--- src/rtl/ov1_pkg.sv ---
// Shared types and constants for the OV1 CPLD routing sequencer.
package ov1_pkg;

  typedef enum logic [2:0] {
    ST_OFF         = 3'd0,
    ST_PWR_UP      = 3'd1,
    ST_READY       = 3'd2,
    ST_ROUTE_FPGA  = 3'd3,
    ST_ROUTE_XCORE = 3'd4,
    ST_GAP         = 3'd5,
    ST_PWR_DOWN    = 3'd6
  } state_e;

  // Positions of the used bits on the raw DIP bus.
  localparam int unsigned DIP_EN      = 0;
  localparam int unsigned DIP_PWR     = 1;
  localparam int unsigned DIP_JTAGEN  = 4;
  localparam int unsigned DIP_JTAGSEL = 5;

  // Positions of the same bits on the packed debounced bus.
  localparam int unsigned DB_W       = 4;
  localparam int unsigned DB_EN      = 0;
  localparam int unsigned DB_PWR     = 1;
  localparam int unsigned DB_JTAGEN  = 2;
  localparam int unsigned DB_JTAGSEL = 3;

  typedef enum logic [1:0] {
    TGT_NONE  = 2'd0,
    TGT_FPGA  = 2'd1,
    TGT_XCORE = 2'd2
  } tgt_e;

  // An FPGA request only counts while the FPGA is actually powered.
  function automatic tgt_e tgt_decode(input logic jtagen, input logic jtagsel,
                                      input logic powered);
    if (!jtagen) return TGT_NONE;
    if (jtagsel) return powered ? TGT_FPGA : TGT_NONE;
    return TGT_XCORE;
  endfunction

endpackage

--- src/rtl/ov1_dip_debounce.sv ---
// Two-flop synchronizer plus per-bit debounce counter for asynchronous DIP inputs.
module ov1_dip_debounce #(
  parameter int unsigned W               = 4,
  parameter int unsigned DEBOUNCE_CYCLES = 65000,
  parameter int unsigned CW              = 18
) (
  input  logic         clk,
  input  logic         reset,
  input  logic [W-1:0] din,
  output logic [W-1:0] dout
);

  localparam logic [CW-1:0] CNT_LAST = CW'(DEBOUNCE_CYCLES - 1);
  localparam logic [CW-1:0] CNT_MAX  = '1;

  logic [W-1:0]  sync1_q, sync1_d;
  logic [W-1:0]  sync2_q, sync2_d;
  logic [W-1:0]  deb_q, deb_d;
  logic [CW-1:0] cnt_q [W];
  logic [CW-1:0] cnt_d [W];

  // A bit flips only after it has disagreed with the accepted value for
  // DEBOUNCE_CYCLES consecutive cycles; any agreement restarts the count.
  always_comb begin
    sync1_d = din;
    sync2_d = sync1_q;
    deb_d   = deb_q;
    for (int i = 0; i < int'(W); i++) begin
      cnt_d[i] = '0;
      if (sync2_q[i] != deb_q[i]) begin
        if (cnt_q[i] >= CNT_LAST) begin
          deb_d[i] = sync2_q[i];
        end else if (cnt_q[i] != CNT_MAX) begin
          cnt_d[i] = cnt_q[i] + CW'(1);
        end else begin
          cnt_d[i] = cnt_q[i];
        end
      end
    end
  end

  always_ff @(posedge clk) begin
    if (reset) begin
      sync1_q <= '0;
      sync2_q <= '0;
      deb_q   <= '0;
      for (int i = 0; i < int'(W); i++) cnt_q[i] <= '0;
    end else begin
      sync1_q <= sync1_d;
      sync2_q <= sync2_d;
      deb_q   <= deb_d;
      for (int i = 0; i < int'(W); i++) cnt_q[i] <= cnt_d[i];
    end
  end

  assign dout = deb_q;

endmodule

--- src/rtl/ov1_route_seq.sv ---
// OV1 power and JTAG routing sequencer: debounced DIPs drive FPGA power-up/down
// with settle delays and break-before-make switching of the FTDI JTAG target.
module ov1_route_seq #(
  parameter int unsigned DEBOUNCE_CYCLES   = 65000,
  parameter int unsigned PWR_SETTLE_CYCLES = 130000,
  parameter int unsigned GAP_CYCLES        = 16,
  parameter int unsigned CW                = 18
) (
  input  logic       clk13m,
  input  logic       reset,
  input  logic [6:0] dipsw_t,
  output logic       fpga_ven,
  output logic       fpga_mode_en,
  output logic       route_fpga,
  output logic       route_xcore,
  output logic       busy,
  output logic [2:0] state_dbg
);

  import ov1_pkg::*;

  localparam logic [CW-1:0] SETTLE_LAST = CW'(PWR_SETTLE_CYCLES - 1);
  localparam logic [CW-1:0] GAP_LAST    = CW'(GAP_CYCLES - 1);
  localparam logic [CW-1:0] CNT_MAX     = '1;

  logic [DB_W-1:0] dip_raw, dip_deb;
  logic            unused_dips;
  logic            en, pwr;
  tgt_e            tgt;
  logic            pwr_change;

  state_e          state_q, state_d;
  logic            powered_q, powered_d;
  logic [CW-1:0]   cnt_q, cnt_d;
  logic            counting;

  assign dip_raw     = {dipsw_t[DIP_JTAGSEL], dipsw_t[DIP_JTAGEN],
                        dipsw_t[DIP_PWR], dipsw_t[DIP_EN]};
  assign unused_dips = ^{dipsw_t[6], dipsw_t[3:2]};

  ov1_dip_debounce #(
    .W               (DB_W),
    .DEBOUNCE_CYCLES (DEBOUNCE_CYCLES),
    .CW              (CW)
  ) u_dip_debounce (
    .clk   (clk13m),
    .reset (reset),
    .din   (dip_raw),
    .dout  (dip_deb)
  );

  assign en         = dip_deb[DB_EN];
  assign pwr        = dip_deb[DB_PWR];
  assign tgt        = tgt_decode(dip_deb[DB_JTAGEN], dip_deb[DB_JTAGSEL], powered_q);
  assign pwr_change = (pwr != powered_q);

  // Next state: power requests win over routing; routes are only left via GAP.
  always_comb begin
    state_d = state_q;
    if (!en) begin
      state_d = ST_OFF;
    end else begin
      case (state_q)
        ST_OFF:    state_d = pwr ? ST_PWR_UP : ST_READY;
        ST_PWR_UP,
        ST_PWR_DOWN: begin
          if (cnt_q >= SETTLE_LAST) state_d = ST_READY;
        end
        ST_READY: begin
          if (!pwr && powered_q)      state_d = ST_PWR_DOWN;
          else if (pwr && !powered_q) state_d = ST_PWR_UP;
          else if (tgt == TGT_FPGA)   state_d = ST_ROUTE_FPGA;
          else if (tgt == TGT_XCORE)  state_d = ST_ROUTE_XCORE;
        end
        ST_ROUTE_FPGA: begin
          if (tgt != TGT_FPGA || pwr_change) state_d = ST_GAP;
        end
        ST_ROUTE_XCORE: begin
          if (tgt != TGT_XCORE || pwr_change) state_d = ST_GAP;
        end
        ST_GAP: begin
          if (cnt_q >= GAP_LAST) state_d = ST_READY;
        end
        default:   state_d = ST_OFF;
      endcase
    end
  end

  // Power flag follows the state being entered; the shared counter clears on entry.
  always_comb begin
    powered_d = powered_q;
    if (state_d == ST_PWR_UP)                               powered_d = 1'b1;
    else if (state_d == ST_OFF || state_d == ST_PWR_DOWN)   powered_d = 1'b0;

    counting = (state_q == ST_PWR_UP) || (state_q == ST_PWR_DOWN) || (state_q == ST_GAP);
    cnt_d    = '0;
    if (state_d == state_q && counting) begin
      cnt_d = (cnt_q == CNT_MAX) ? cnt_q : cnt_q + CW'(1);
    end
  end

  always_ff @(posedge clk13m) begin
    if (reset) begin
      state_q   <= ST_OFF;
      powered_q <= 1'b0;
      cnt_q     <= '0;
    end else begin
      state_q   <= state_d;
      powered_q <= powered_d;
      cnt_q     <= cnt_d;
    end
  end

  // Moore decode of the registered state.
  always_comb begin
    fpga_ven     = powered_q;
    fpga_mode_en = powered_q && (state_q != ST_PWR_DOWN);
    route_fpga   = (state_q == ST_ROUTE_FPGA);
    route_xcore  = (state_q == ST_ROUTE_XCORE);
    busy         = (state_q == ST_PWR_UP) || (state_q == ST_GAP) || (state_q == ST_PWR_DOWN);
    state_dbg    = state_q;
  end

endmodule
--- config.mk ---
export PLATFORM = sky130hd
export DESIGN_NAME = ov1_route_seq
export DESIGN_NICKNAME = d
export VERILOG_FILES = /design/src/rtl/ov1_pkg.sv /design/src/rtl/ov1_dip_debounce.sv /design/src/rtl/ov1_route_seq.sv
export SDC_FILE = /design/constraint.sdc
export NUM_CORES = 1
export LEC_CHECK = 0
export BUFFER_PORTS_ARGS = -buffer_cell sky130_fd_sc_hd__buf_2
export CORE_ASPECT_RATIO = 0.9
export CORE_UTILIZATION = 30
export DETAILED_ROUTE_END_ITERATION = 7
export GPL_TIMING_DRIVEN = 0
export MAX_ROUTING_LAYER = met4
export PLACE_DENSITY = 0.41
export RECOVER_POWER = 50
export SYNTH_ARGS = -nofsm -noshare
export SYNTH_HDL_FRONTEND = slang
export SYNTH_SLANG_ARGS = --single-unit
--- constraint.sdc ---
create_clock -name clk13m -period 3.01 [get_ports clk13m]
set_clock_uncertainty 0.1 [all_clocks]
set_input_delay 0.602 -clock clk13m [delete_from_list [all_inputs] [get_ports clk13m]]
set_output_delay 0.602 -clock clk13m [all_outputs]
set_load 0.01 [all_outputs]
; ---- After elaboration in Yosys (flattened, before gate mapping)
; Memories as Yosys holds them, arrays and structs flattened.
; Cells that the tools add are included.
[word_totals]
out_inout_bits = 8
latch_bits = 0
mem_count = 1
word_cells = 111
romBits = 0
input_bits = 9
reg_bits = 34
ram_bits = 72
[mem_list]
columns = name, depth, word_bits, rd, rd_ports_with_merged_regs, wr, line_no
row1 = u_dip_debounce.cnt_q, 4, 18, 4, 0, 4, ov1_dip_debounce.sv:19  ; logic [CW-1:0] cnt_q [W];
[op_classes]
shifts = 0
reduce_logical = 22
n_bitwise = 5
n_div = 0
eq_ne = 24
n_mux = 39
n_mul = 0
n_addsub = 5
n_lt_le_gt_ge = 6
[ops]
columns = operator, count
row1 = $mux W18, 16
row2 = $add A18 B1 Y18 const B, 5
row3 = $ge A18 B16 Y1 const B, 4
row4 = $ne A18 B18 Y1 const B, 4
row5 = $mux W3, 9
row6 = $eq A18 B18 Y1 const B, 1
row7 = $ge A18 B17 Y1 const B, 1
row8 = $ge A18 B4 Y1 const B, 1
row9 = $pmux W3 S6, 1
row10 = $eq A3 B3 Y1 const B, 4
row11 = $mux W2, 5
row12 = $mux W1, 8
row13 = $reduce_and A2 Y1, 4
row14 = $logic_or A1 B1 Y1, 7
row15 = $eq A3 B1 Y1 const B, 2
row16 = $eq A3 B2 Y1 const B, 2
row17 = $logic_not A3 Y1, 2
row18 = $ne A1 B1 Y1, 5
row19 = $logic_and A1 B1 Y1, 4
row20 = $or A1 B1 Y1, 4
row21 = $reduce_or A2 Y1, 2
row22 = $eq A3 B3 Y1, 1
row23 = $ne A3 B3 Y1 const B, 1
row24 = $eq A2 B1 Y1 const B, 1
row25 = 6 further kinds, 7

; ---- Logic depth before layout (Yosys ltp)
; Gate-level depths: netlist of the first run.
[depth]
word_depth = 15
ltp_mapped = 11
ltp_nobuf = 9

; ---- By module
; From an unflattened synthesis of the first run, not the netlist that was laid out.
[hier_totals]
hier_cells = 645
area_unflattened_um2 = 5597.9
[modules_own_cells]
columns = mod, instances, cells_each, seq_area_each_um2, area_each_um2
row1 = ov1_dip_debounce, 1, 485, 1681.6, 4316.6
row2 = ov1_route_seq, 1, 160, 440.4, 1281.2

; ---- Worst setup path after synthesis of the first run
; OpenSTA, ideal clock, no wires.
[synth_timing]
kind = register -> register
start = register powered_q, in the netlist fpga_ven
end = register cnt_q[3]
arrival_ps = 2224
setup_ps = 64
required_time_ps = 2846
path_buffers = 2
slack_ps = 622
synth_period_minus_slack_ps = 2388
path_stages_with_launch = 12
cell_sequence = dfxtp_1 -> inv_1 -> ha_1 -> nand4_1 -> o32ai_1 -> a32oi_1 -> o31a_1 -> nor3b_1 -> a2111o_1 -> buf_4 -> buf_4 -> nor2_1
[synth_via]
elab_chain_cells = 15
elab_cells_between_ends = 26
cone_classes = eq/ne (6) / mux (12) / bitwise (1) / reduce/logical (7)
[synth_rtl]
columns = element, line_no
row1 = from (decl), ov1_route_seq.sv:33  ; logic powered_q, powered_d;
row2 = from (signal assigned), ov1_route_seq.sv:109  ; powered_q <= powered_d;
row3 = $mux W1, ov1_pkg.sv:37  ; if (jtagsel) return powered ? TGT_FPGA : TGT_NONE;
row4 = $mux W2, ov1_pkg.sv:37
row5 = $mux W2, ov1_pkg.sv:38  ; return TGT_XCORE;
row6 = $mux W2, ov1_pkg.sv:37
row7 = $eq A2 B2 Y1, ov1_route_seq.sv:73  ; else if (tgt == TGT_XCORE) state_d = ST_ROUTE_XCORE;
row8 = $mux W3, ov1_route_seq.sv:73
row9 = $mux W3, ov1_route_seq.sv:72  ; else if (tgt == TGT_FPGA) state_d = ST_ROUTE_FPGA;
row10 = $mux W3, ov1_route_seq.sv:71  ; else if (pwr && !powered_q) state_d = ST_PWR_UP;
row11 = $mux W3, ov1_route_seq.sv:70  ; if (!pwr && powered_q) state_d = ST_PWR_DOWN;
row12 = $pmux W3 S6 (*), ov1_route_seq.sv:63  ; case (state_q)
row13 = $mux W3 (*), ov1_route_seq.sv:60  ; if (!en) begin
row14 = $eq A3 B3 Y1 (*), ov1_route_seq.sv:97  ; if (state_d == state_q && counting) begin
row15 = $logic_and A1 B1 Y1 (*), ov1_route_seq.sv:97
row16 = $not A1 Y1 (no source line) (*), -
row17 = $reduce_or A2 Y1 (no source line) (*), -
row18 = to (signal assigned), ov1_route_seq.sv:110  ; cnt_q <= cnt_d;
row19 = to (decl), ov1_route_seq.sv:34  ; logic [CW-1:0] cnt_q, cnt_d;
; Mark *: on every way between the ends. The rest lies on a longest branch, timed or not.
; A chain may end at the register's enable or synchronous reset.

; ---- Final worst setup path of the first run
[layout_timing]
start = register powered_q, in the netlist fpga_ven
end = register cnt_q[16]
; The elaborated chain is that of the path after synthesis.

==> flow_metrics.tcl, run 1 <==
set metrics [dict create \
    remaining_drc_errors 0 \
    syn_area_per_cell_um2 8.640 \
    r2r_start "fpga_ven$_SDFFE_PP0P_" \
    antenna_found_initial 0 \
    cp.required_ps 3200 \
    p_leak_uw 0.001792 \
    die_y_um 121.5 \
    hold_class "register to register" \
    clockBufferDepth 2 \
    ys_types 51 \
    max_freq_mhz 364.7 \
    r2r_setup_slack_ps 270 \
    rsz0062_at_grt "false" \
    drt_iter0_drc 123 \
    htree_levels 3 \
    setup.worst_path.end "cnt_q[16]$_SDFFE_PP0P_" \
    grt_usage 0.1343 \
    critPathKind "register to register" \
    powerDensity_nw_per_um2 475.9 \
    wl_um 9634 \
    period_share 0.9108 \
    via_per_inst 4.704 \
    slew_violations 0 \
    synth_seq_cells 106 \
    setup_violations 0 \
    cts_setup_buffers 0 \
    drt_pass1_iterations 4 \
    overflow 0 \
    vias 3707 \
    clock_latency_ps 350 \
    grt_max_degree 16 \
    wl_per_cell_um 12.23 \
    ios 17 \
    grt_pass1_vias 3563 \
    critPathArrivalTime_ps 2930 \
    ctsResizeCount 0 \
    syn_inst 551 \
    endpoint_kind "register" \
    cts_root_buf "clkbuf_16" \
    hold_buffers 0 \
    nets 599 \
    final_antenna_net_count 0 \
    cp-startpoint "fpga_ven$_SDFFE_PP0P_" \
    row_count 43 \
    cts_made_buffers 9 \
    r2r-end "cnt_q[16]$_SDFFE_PP0P_" \
    seq_area_frac_synth 0.4457 \
    maxSlewHeadroom 0.6168 \
    place_ws_ps 289.7 \
    maxCapViolCount 0 \
    start_util 0.3083 \
    place_area_um2 5109 \
    clock-sinks 106 \
    post-route-min-period_ps 2742 \
    fin_ws_ps 268.4 \
    portBuffers 13 \
    drive_above_1_share 0.05631 \
    grt_pass1_wl_um 16860 \
    clk_pin_slew_ps 70 \
    globalplace.congestion 0.7653 \
    syn_area_um2 4761 \
    max-vdd-ir-drop_mv 0.2625 \
    dp_hpwl_um 6814 \
    tightest_slew_ps 568.7 \
    hold_viol 0 \
    start_kind "register" \
    cp_max_fo 10 \
    fin_area_um2 5350 \
    rr_worst_depth 11 \
    ys_warn_count 0 \
    status "complete, no violations" \
    tns_ps 0 \
    syn_to_final_growth_pct 12.38 \
    die_w_um 134.8 \
    dieArea_um2 16380 \
    diodes 0 \
    core-area_um2 15440 \
    final_util 0.3465 \
    cts_tree "done" \
]
==> logic make-up (layout without fill, tap and decap cells) <==
family	Yosys count	after routing	share of synthesized area
muxes	9	9	0.01892
xor gates and xnor gates	67	67	0.1233
AOI/OAI and AO/OA	64	64	0.09409
buffers and inverters	26	53	0.02733
and+or+nand+nor	271	271	0.2715
DFF	106	106	0.4457
other	1	9	0.0007877
adders and majority gates	7	7	0.01840
==> state kept, by name (all words and copies together) (netlist names) <==
signal                  count
u_dip_debounce.cnt_q       72
cnt_q                      18
u_dip_debounce.dout         4
u_dip_debounce.sync1_q      4
u_dip_debounce.sync2_q      4
state_dbg                   3
fpga_ven                    1
==> power breakdown <==
part	total, uW	internal (uW)	switching (uW)
Sequential	1430	1420	9.51
Combinational	42.4	18.2	24.3
Clock	1080	572	506
==> final cells by class <==
cell class / instances / area (um^2)
inverters: 8 / 30.03
multi-input cells: 427 / 2535
repair buffers: 13 / 58.81
well taps: 202 / 252.7
flip-flops and latches: 106 / 2122
clock inverters: 3 / 17.52
plain buffers: 18 / 91.34
clock buffers: 11 / 242.7
fillers: 1593 / 10090
==> per-layer routing <==
metal  part of all wire  GRT usage  up-vias
met4              0.011    0.03722        0
met1               0.52     0.1702     1713
li1                   -          -     1960
met3              0.035    0.04511        7
met2               0.43     0.2030       27
met5                  0          -        -
==> synthesized netlist by cell type (all sizes together) <==
master / number / area share
a32oi: 1 / 0.0018
mux2i: 9 / 0.019
clkbuf: 11 / 0.0087
and3: 11 / 0.015
o41ai: 1 / 0.0018
or3: 6 / 0.0079
a2111o: 1 / 0.0024
o21ai: 13 / 0.014
a311o: 1 / 0.0021
or4: 1 / 0.0024
xnor2: 28 / 0.052
nor2b: 13 / 0.017
o31a: 2 / 0.0037
and2: 3 / 0.0039
o211ai: 3 / 0.0058
nand3: 39 / 0.041
a41oi: 1 / 0.0018
o32ai: 1 / 0.0018
xor2: 39 / 0.072
nand2: 36 / 0.028
o31ai: 1 / 0.0016
o311a: 2 / 0.0042
nor2: 112 / 0.088
or2: 2 / 0.0026
a21o: 1 / 0.0016
a211o: 4 / 0.0074
a31oi: 10 / 0.013
a211oi: 3 / 0.0047
o21bai: 1 / 0.0016
buf: 7 / 0.012
dfxtp: 106 / 0.45
nor3: 15 / 0.017
nand4: 19 / 0.025
and4: 7 / 0.013
a21boi: 1 / 0.0016
conb: 1 / 0.00079
ha: 7 / 0.018
nor4: 3 / 0.0039
nand2b: 1 / 0.0013
a21oi: 15 / 0.016
nor3b: 3 / 0.0047
a2111oi: 2 / 0.0076
inv: 8 / 0.0063
==> cell usage in the layout (no fill, tap or decap), drive strengths merged, types with 2 or more instances in the layout <==
master     n
o211ai     3
clkinv     2
and3      11
nand3     39
o311a      2
a211oi     3
inv        8
a2111oi    2
or3        6
clkbuf    29
and2       3
or2        2
nand2     36
xor2      39
xnor2     28
nor4       3
conb       9
nor3      15
buf       13
ha         7
a21oi     15
o21ai     13
mux2i      9
and4       7
a211o      4
dfxtp    106
nor2b     13
nor3b      3
nor2     112
a31oi     10
o31a       2
nand4     19
==> metrics by stage <==
stage,total power (uW),std cells,hold slack [ps]
detailed placement,1502,774,323.7
global route,2676,788,358.7
finish,2546,788,337.0
CTS,2608,788,340.1
global placement,1501,774,317.1
floorplan,1485,559,313.8
==> critical path: stages (launching register included) <==
cell	delay, ps
dfxtp_1	470
inv_1	140
ha_1	320
nand4_1	130
o32ai_1	100
a32oi_1	250
o31a_1	270
nor3b_1	70
a2111o_1	360
buf_4	170
buf_4	180
nor2_1	120
==> how the worst min path moves through the flow <==
stage / start / end / slack [ps] / depth (start not counted)
after floorplan: u_dip_debounce.sync1_q[0]$_SDFF_PP0_ / u_dip_debounce.sync2_q[0]$_SDFF_PP0_ / 310 / 1
after global placement: u_dip_debounce.sync1_q[2]$_SDFF_PP0_ / u_dip_debounce.sync2_q[2]$_SDFF_PP0_ / 320 / 1
after detailed placement: u_dip_debounce.sync1_q[3]$_SDFF_PP0_ / u_dip_debounce.sync2_q[3]$_SDFF_PP0_ / 320 / 1
after CTS: u_dip_debounce.sync1_q[3]$_SDFF_PP0_ / u_dip_debounce.sync2_q[3]$_SDFF_PP0_ / 340 / 1
after global routing: u_dip_debounce.sync1_q[3]$_SDFF_PP0_ / u_dip_debounce.sync2_q[3]$_SDFF_PP0_ / 360 / 1
final: u_dip_debounce.sync1_q[3]$_SDFF_PP0_ / u_dip_debounce.sync2_q[3]$_SDFF_PP0_ / 340 / 1
Note: power is estimated with default switching activity, not from simulation.
==> inputs of run 2 (changes only) <==
Settings changed: PLACE_DENSITY 0.41 to 0.54.
==> run 2 against run 1 <==
Effect of this change: sequential share of layout area down 0.50 points; clock power increased by 22%; global-route usage decreased by 0.26 points; die area did not move; hold slack better by 1.3 ps; count of clock-buffer cells in the layout down 1; first-iteration DRC count rose by 83%; sequential cell count unchanged; register-to-register slack better by 70 ps; routed wire length decreased by 1.7%; combinational power is essentially flat; largest power group unchanged; highest routed layer unchanged.
==> flow_metrics.tcl, run 2 (synthesis gave the netlist of run 1 again) <==
set metrics [dict create \
    maxSlewHeadroom 0.6310 \
    grt_pass1_wl_um 16620 \
    die_w_um 134.8 \
    powerDensity_nw_per_um2 513.8 \
    overflow 0 \
    dp_hpwl_um 6839 \
    clockBufferDepth 2 \
    p_clk_frac 0.473 \
    grt_max_degree 16 \
    max_freq_mhz 374.2 \
    remaining_drc_errors 0 \
    switching_power_uw 528.3 \
    regArea_um2 2122 \
    place_ws_ps 392.2 \
    power_uw 2784 \
    tightest_slew_ps 549.2 \
    cts_tree "done" \
    diodes 0 \
    clk_pin_slew_ps 70 \
    max-vdd-ir-drop_mv 0.2934 \
    slew_violations 0 \
    start_util 0.3083 \
    grt_pass1_vias 3615 \
    syn_to_final_growth_pct 13.82 \
    layout_common_cells "112 x nor2_1, 106 x dfxtp_1, 39 x nand3_1, 39 x xor2_1, 36 x nand2_1" \
    period_share 0.8879 \
    cp_max_fo 10 \
    wl_um 9473 \
    final_common_cell "nor2_1" \
    grt_usage 0.1318 \
    vias 3786 \
    nets 599 \
    pwr-share-comb 0.015 \
    hold_class "register to register" \
    antenna_found_initial 0 \
    whs_ps 338.3 \
    largest-register "u_dip_debounce.cnt_q" \
    power.internal_uw 2256 \
    setup_violations 0 \
    cp.required_ps 3190 \
    endpoint_kind "register" \
    drt_pass1_iterations 4 \
    p_leak_uw 0.001825 \
    ctsResizeCount 0 \
    via_per_inst 4.811 \
    fin_ws_ps 337.3 \
    critPathArrivalTime_ps 2860 \
    htree_levels 3 \
    tns_ps 0 \
    clock_latency_ps 350 \
    hold_buffers 0 \
    globalplace.congestion 0.8505 \
    row_count 43 \
    reg_top3 "u_dip_debounce.cnt_q: 72 flops, cnt_q: 18 flops" \
    multiInputGateArea_um2 2535 \
    cts_root_buf "clkbuf_16" \
    drt_iter0_drc 225 \
    cts_made_buffers 9 \
    post-route-min-period_ps 2673 \
    drive_above_1_share 0.05641 \
    maxCapViolCount 0 \
    clock-sinks 106 \
    ios 17 \
    rsz0062_at_grt "false" \
    largest_reg_flops 72 \
    power.share.switching 0.1898 \
    start_kind "register" \
    wl_per_cell_um 12.04 \
    status "complete, no violations" \
    critPathKind "register to register" \
    fillers 1562 \
    core-area_um2 15440 \
    final_antenna_net_count 0 \
    die_y_um 121.5 \
    portBuffers 13 \
    dieArea_um2 16380 \
    hold_viol 0 \
    seq_power_share 0.512 \
    cts_setup_buffers 0 \
]
run 2: changes by cell type in the layout (fill, tap and decap cells not counted), sizes merged:
| cell | delta |
|---|---|
| bufinv | +3 |
| clkbuf | -1 |
| clkinv | -2 |
| clkinvlp | -1 |
run 2: stage by stage:
stage | instance area, um^2 | util | std cells
final | 5419 | 0.3509 | 787
after detailed placement | 5109 | 0.3308 | 774
after global routing | 5419 | 0.3509 | 787
after global placement | 5109 | 0.3308 | 774
after floorplan | 4791 | - | 559
after CTS | 5438 | 0.3522 | 787
run 2: final timing paths:
path	start	end	cells past startpoint	slack, ps
min	u_dip_debounce.sync1_q[2]$_SDFF_PP0_	u_dip_debounce.sync2_q[2]$_SDFF_PP0_	1	340
min reg2reg	u_dip_debounce.sync1_q[2]$_SDFF_PP0_	u_dip_debounce.sync2_q[2]$_SDFF_PP0_	1	340
max	fpga_ven$_SDFFE_PP0P_	cnt_q[14]$_SDFFE_PP0P_	11	340
max reg2reg	fpga_ven$_SDFFE_PP0P_	cnt_q[14]$_SDFFE_PP0P_	11	340
run 2: power by group through the flow:
| stage | sequential [uW] | combinational [uW] | clock [uW] |
|---|---|---|---|
| 2_1_floorplan | 1460 | 30.3 | 0 |
| 3_3_place_gp | 1460 | 43.1 | 0 |
| 3_5_place_dp | 1460 | 43.4 | 0 |
| 4_1_cts | 1420 | 43.7 | 1370 |
| 5_1_grt | 1430 | 48.9 | 1430 |
| 6_report | 1430 | 42.7 | 1320 |
run 2: final cells by class:
cell class              count  share of cell area
well taps                 202             0.04664
plain buffers              18             0.01686
inverters                   8            0.005541
flip-flops and latches    106              0.3916
multi-input cells         427              0.4678
clock buffers              10             0.04410
repair buffers             13             0.01085
clock inverters             3             0.01662
run 2: worst max-delay path: stages (launching register included):
cell and delay (ps):
dfxtp_1 450, inv_1 120, ha_1 320, nand4_1 130
o32ai_1 110, a32oi_1 220, o31a_1 270, nor3b_1 80
a2111o_1 360, buf_4 170, buf_4 180, nor2_1 100
run 2: layer usage:
layer / vias up / part of all wire / track usage
met3: 11 / 0.033 / 0.04428
met2: 53 / 0.46 / 0.2023
met4: 0 / 0.018 / 0.04705
li1: 1961 / - / -
met5: - / 0 / -
met1: 1761 / 0.49 / 0.1604
==> inputs of run 3 (changes only) <==
Clock period 3.01 ns to 3.4 ns, I/O delays scaled along.
==> run 3 against run 2 <==
Effect of this change: largest cell class unchanged; routed wire length decreased by 0.29%; count of clock-buffer cells in the layout unchanged; register-to-register slack improved by 390 ps; die area unchanged; combinational power decreased by 11%; critical endpoint unchanged; sequential power decreased by 12%; cell count unchanged; critical path type unchanged.
==> flow_metrics.tcl, run 3 (synthesis gave the netlist of run 1 again) <==
set metrics [dict create \
    status "complete, no violations" \
    period_share 0.7854 \
    die_y_um 121.5 \
    critPathArrivalTime_ps 2850 \
    p_leak_uw 0.001829 \
    remaining_drc_errors 0 \
    maxCapViolCount 0 \
    endpoint_kind "register" \
    switching_power_uw 467.1 \
    via_per_inst 4.825 \
    htree_levels 3 \
    largest_reg_flops 72 \
    power.internal_uw 1997 \
    wl_met2_um 4347 \
    r2r_setup_slack_ps 730 \
    dp_hpwl_um 6839 \
    seq_power_share 0.512 \
    drt_iter0_drc 222 \
    max_freq_mhz 374.5 \
    cts_tree "done" \
    tightest_slew_ps 549.0 \
    dieArea_um2 16380 \
    cts_made_buffers 9 \
    globalplace.congestion 0.8505 \
    antenna_found_initial 0 \
    pwr-share-comb 0.015 \
    wl_per_cell_um 12.00 \
    final_common_cell "nor2_1" \
    setup_violations 0 \
    grt_max_degree 16 \
    rsz0062_at_grt "false" \
    grt_pass1_vias 3615 \
    die_w_um 134.8 \
    ios 17 \
    cp_top_family "compound AO/OA/AOI/OAI gates" \
    rr_worst_depth 11 \
    min_path_cells 1 \
    largest-register "u_dip_debounce.cnt_q" \
    wl_met3_um 320 \
    cp_max_fo 10 \
    p_clk_frac 0.473 \
    tns_ps 0 \
    met1Wirelength_um 4600 \
    portBuffers 13 \
    drt_pass1_iterations 4 \
    layout_common_cells "112 x nor2_1, 106 x dfxtp_1, 39 x nand3_1, 39 x xor2_1, 36 x nand2_1" \
    clk_pin_slew_ps 70 \
    whs_endpoint "u_dip_debounce.sync2_q[2]$_SDFF_PP0_" \
    vias 3797 \
    slowest_stage "dfxtp_1" \
    drive_above_1_share 0.05812 \
    critPathKind "register to register" \
    post-route-min-period_ps 2670 \
    nets 599 \
    core-area_um2 15440 \
    hold_buffers 0 \
    power_uw 2464 \
    fin_area_um2 5420 \
    clockBufferDepth 2 \
    start_kind "register" \
    final_antenna_net_count 0 \
    path_buf_inv 3 \
    crit_chain "inv_1 -> ha_1 -> nand4_1 -> o32ai_1 -> a32oi_1 -> o31a_1 -> nor3b_1 -> a2111o_1 -> buf_4 -> buf_4 -> nor2_1" \
    ctsResizeCount 0 \
    wl_um 9446 \
    syn_to_final_growth_pct 13.85 \
    powerDensity_nw_per_um2 454.6 \
    r2r_start "fpga_ven$_SDFFE_PP0P_" \
    crit_top_cell "buf_4" \
    grt_pass1_wl_um 16620 \
    max-vdd-ir-drop_mv 0.2601 \
    maxSlewHeadroom 0.6312 \
    final_util 0.3510 \
    power.share.switching 0.1895 \
    diodes 0 \
    holdCritStartpoint "u_dip_debounce.sync1_q[2]$_SDFF_PP0_" \
    cts_setup_buffers 0 \
    cts_root_buf "clkbuf_16" \
    slew_violations 0 \
    cpPeakStageDelay_ps 450 \
    highest_layer "met4" \
    hold_class "register to register" \
    hold_viol 0 \
    grt_usage 0.1318 \
    clock-sinks 106 \
    reg_top3 "u_dip_debounce.cnt_q: 72 flops, cnt_q: 18 flops" \
    cp.required_ps 3580 \
    clock_latency_ps 350 \
    overflow 0 \
    row_count 43 \
    start_util 0.3083 \
    r2r-end "cnt_q[14]$_SDFFE_PP0P_" \
    place_area_um2 5109 \
]
-- run 3: metrics by stage --
stage          hold WS (ps)  instances  setup slack (ps)
3_5_place_dp          325.3        774             782.2
6_report              338.3        787             729.6
2_1_floorplan         313.8        559              1012
4_1_cts               341.1        787             754.2
5_1_grt               357.0        787             511.0
3_3_place_gp          318.1        774             760.8
-- run 3: how the worst max path moves through the flow --
stage	slack (ps)	cells past startpoint	endpoint	start
global placement	760	11	cnt_q[14]$_SDFFE_PP0P_	fpga_ven$_SDFFE_PP0P_
finish	730	11	cnt_q[14]$_SDFFE_PP0P_	fpga_ven$_SDFFE_PP0P_
floorplan	1010	11	cnt_q[3]$_SDFFE_PP0P_	fpga_ven$_SDFFE_PP0P_
CTS	750	11	cnt_q[14]$_SDFFE_PP0P_	fpga_ven$_SDFFE_PP0P_
detailed placement	780	11	cnt_q[14]$_SDFFE_PP0P_	fpga_ven$_SDFFE_PP0P_
global route	510	10	cnt_q[3]$_SDFFE_PP0P_	cnt_q[0]$_SDFFE_PP0P_
-- run 3: layout make-up --
| class | instances | area (um^2) |
|---|---|---|
| clock inverter | 3 | 90.09 |
| sequential | 106 | 2122 |
| buffer | 18 | 92.59 |
| inverter | 8 | 30.03 |
| timing repair buffer | 13 | 58.81 |
| multi-input combinational | 427 | 2535 |
| fill | 1562 | 10020 |
| tap | 202 | 252.7 |
| clock buffer | 10 | 239.0 |
-- run 3: power groups by stage --
stage | clock (uW) | combinational, uW | sequential (uW)
finish | 1160 | 37.8 | 1260
global route | 1270 | 43.3 | 1260
global placement | 0 | 38.1 | 1290
CTS | 1210 | 38.7 | 1260
floorplan | 0 | 26.9 | 1290
detailed placement | 0 | 38.4 | 1290
-- run 3: per-layer routing --
| metal | global-route usage | vias up |
|---|---|---|
| met5 | - | - |
| met4 | 0.04705 | 0 |
| met3 | 0.04428 | 13 |
| met2 | 0.2023 | 58 |
| met1 | 0.1604 | 1764 |
| li1 | - | 1962 |
-- run 3: worst reg2reg max path: stages, from the launching register on --
cell and delay [ps]:
dfxtp_1 450, inv_1 120, ha_1 320, nand4_1 130, o32ai_1 110, a32oi_1 220
o31a_1 270, nor3b_1 80, a2111o_1 360, buf_4 170, buf_4 180, nor2_1 100
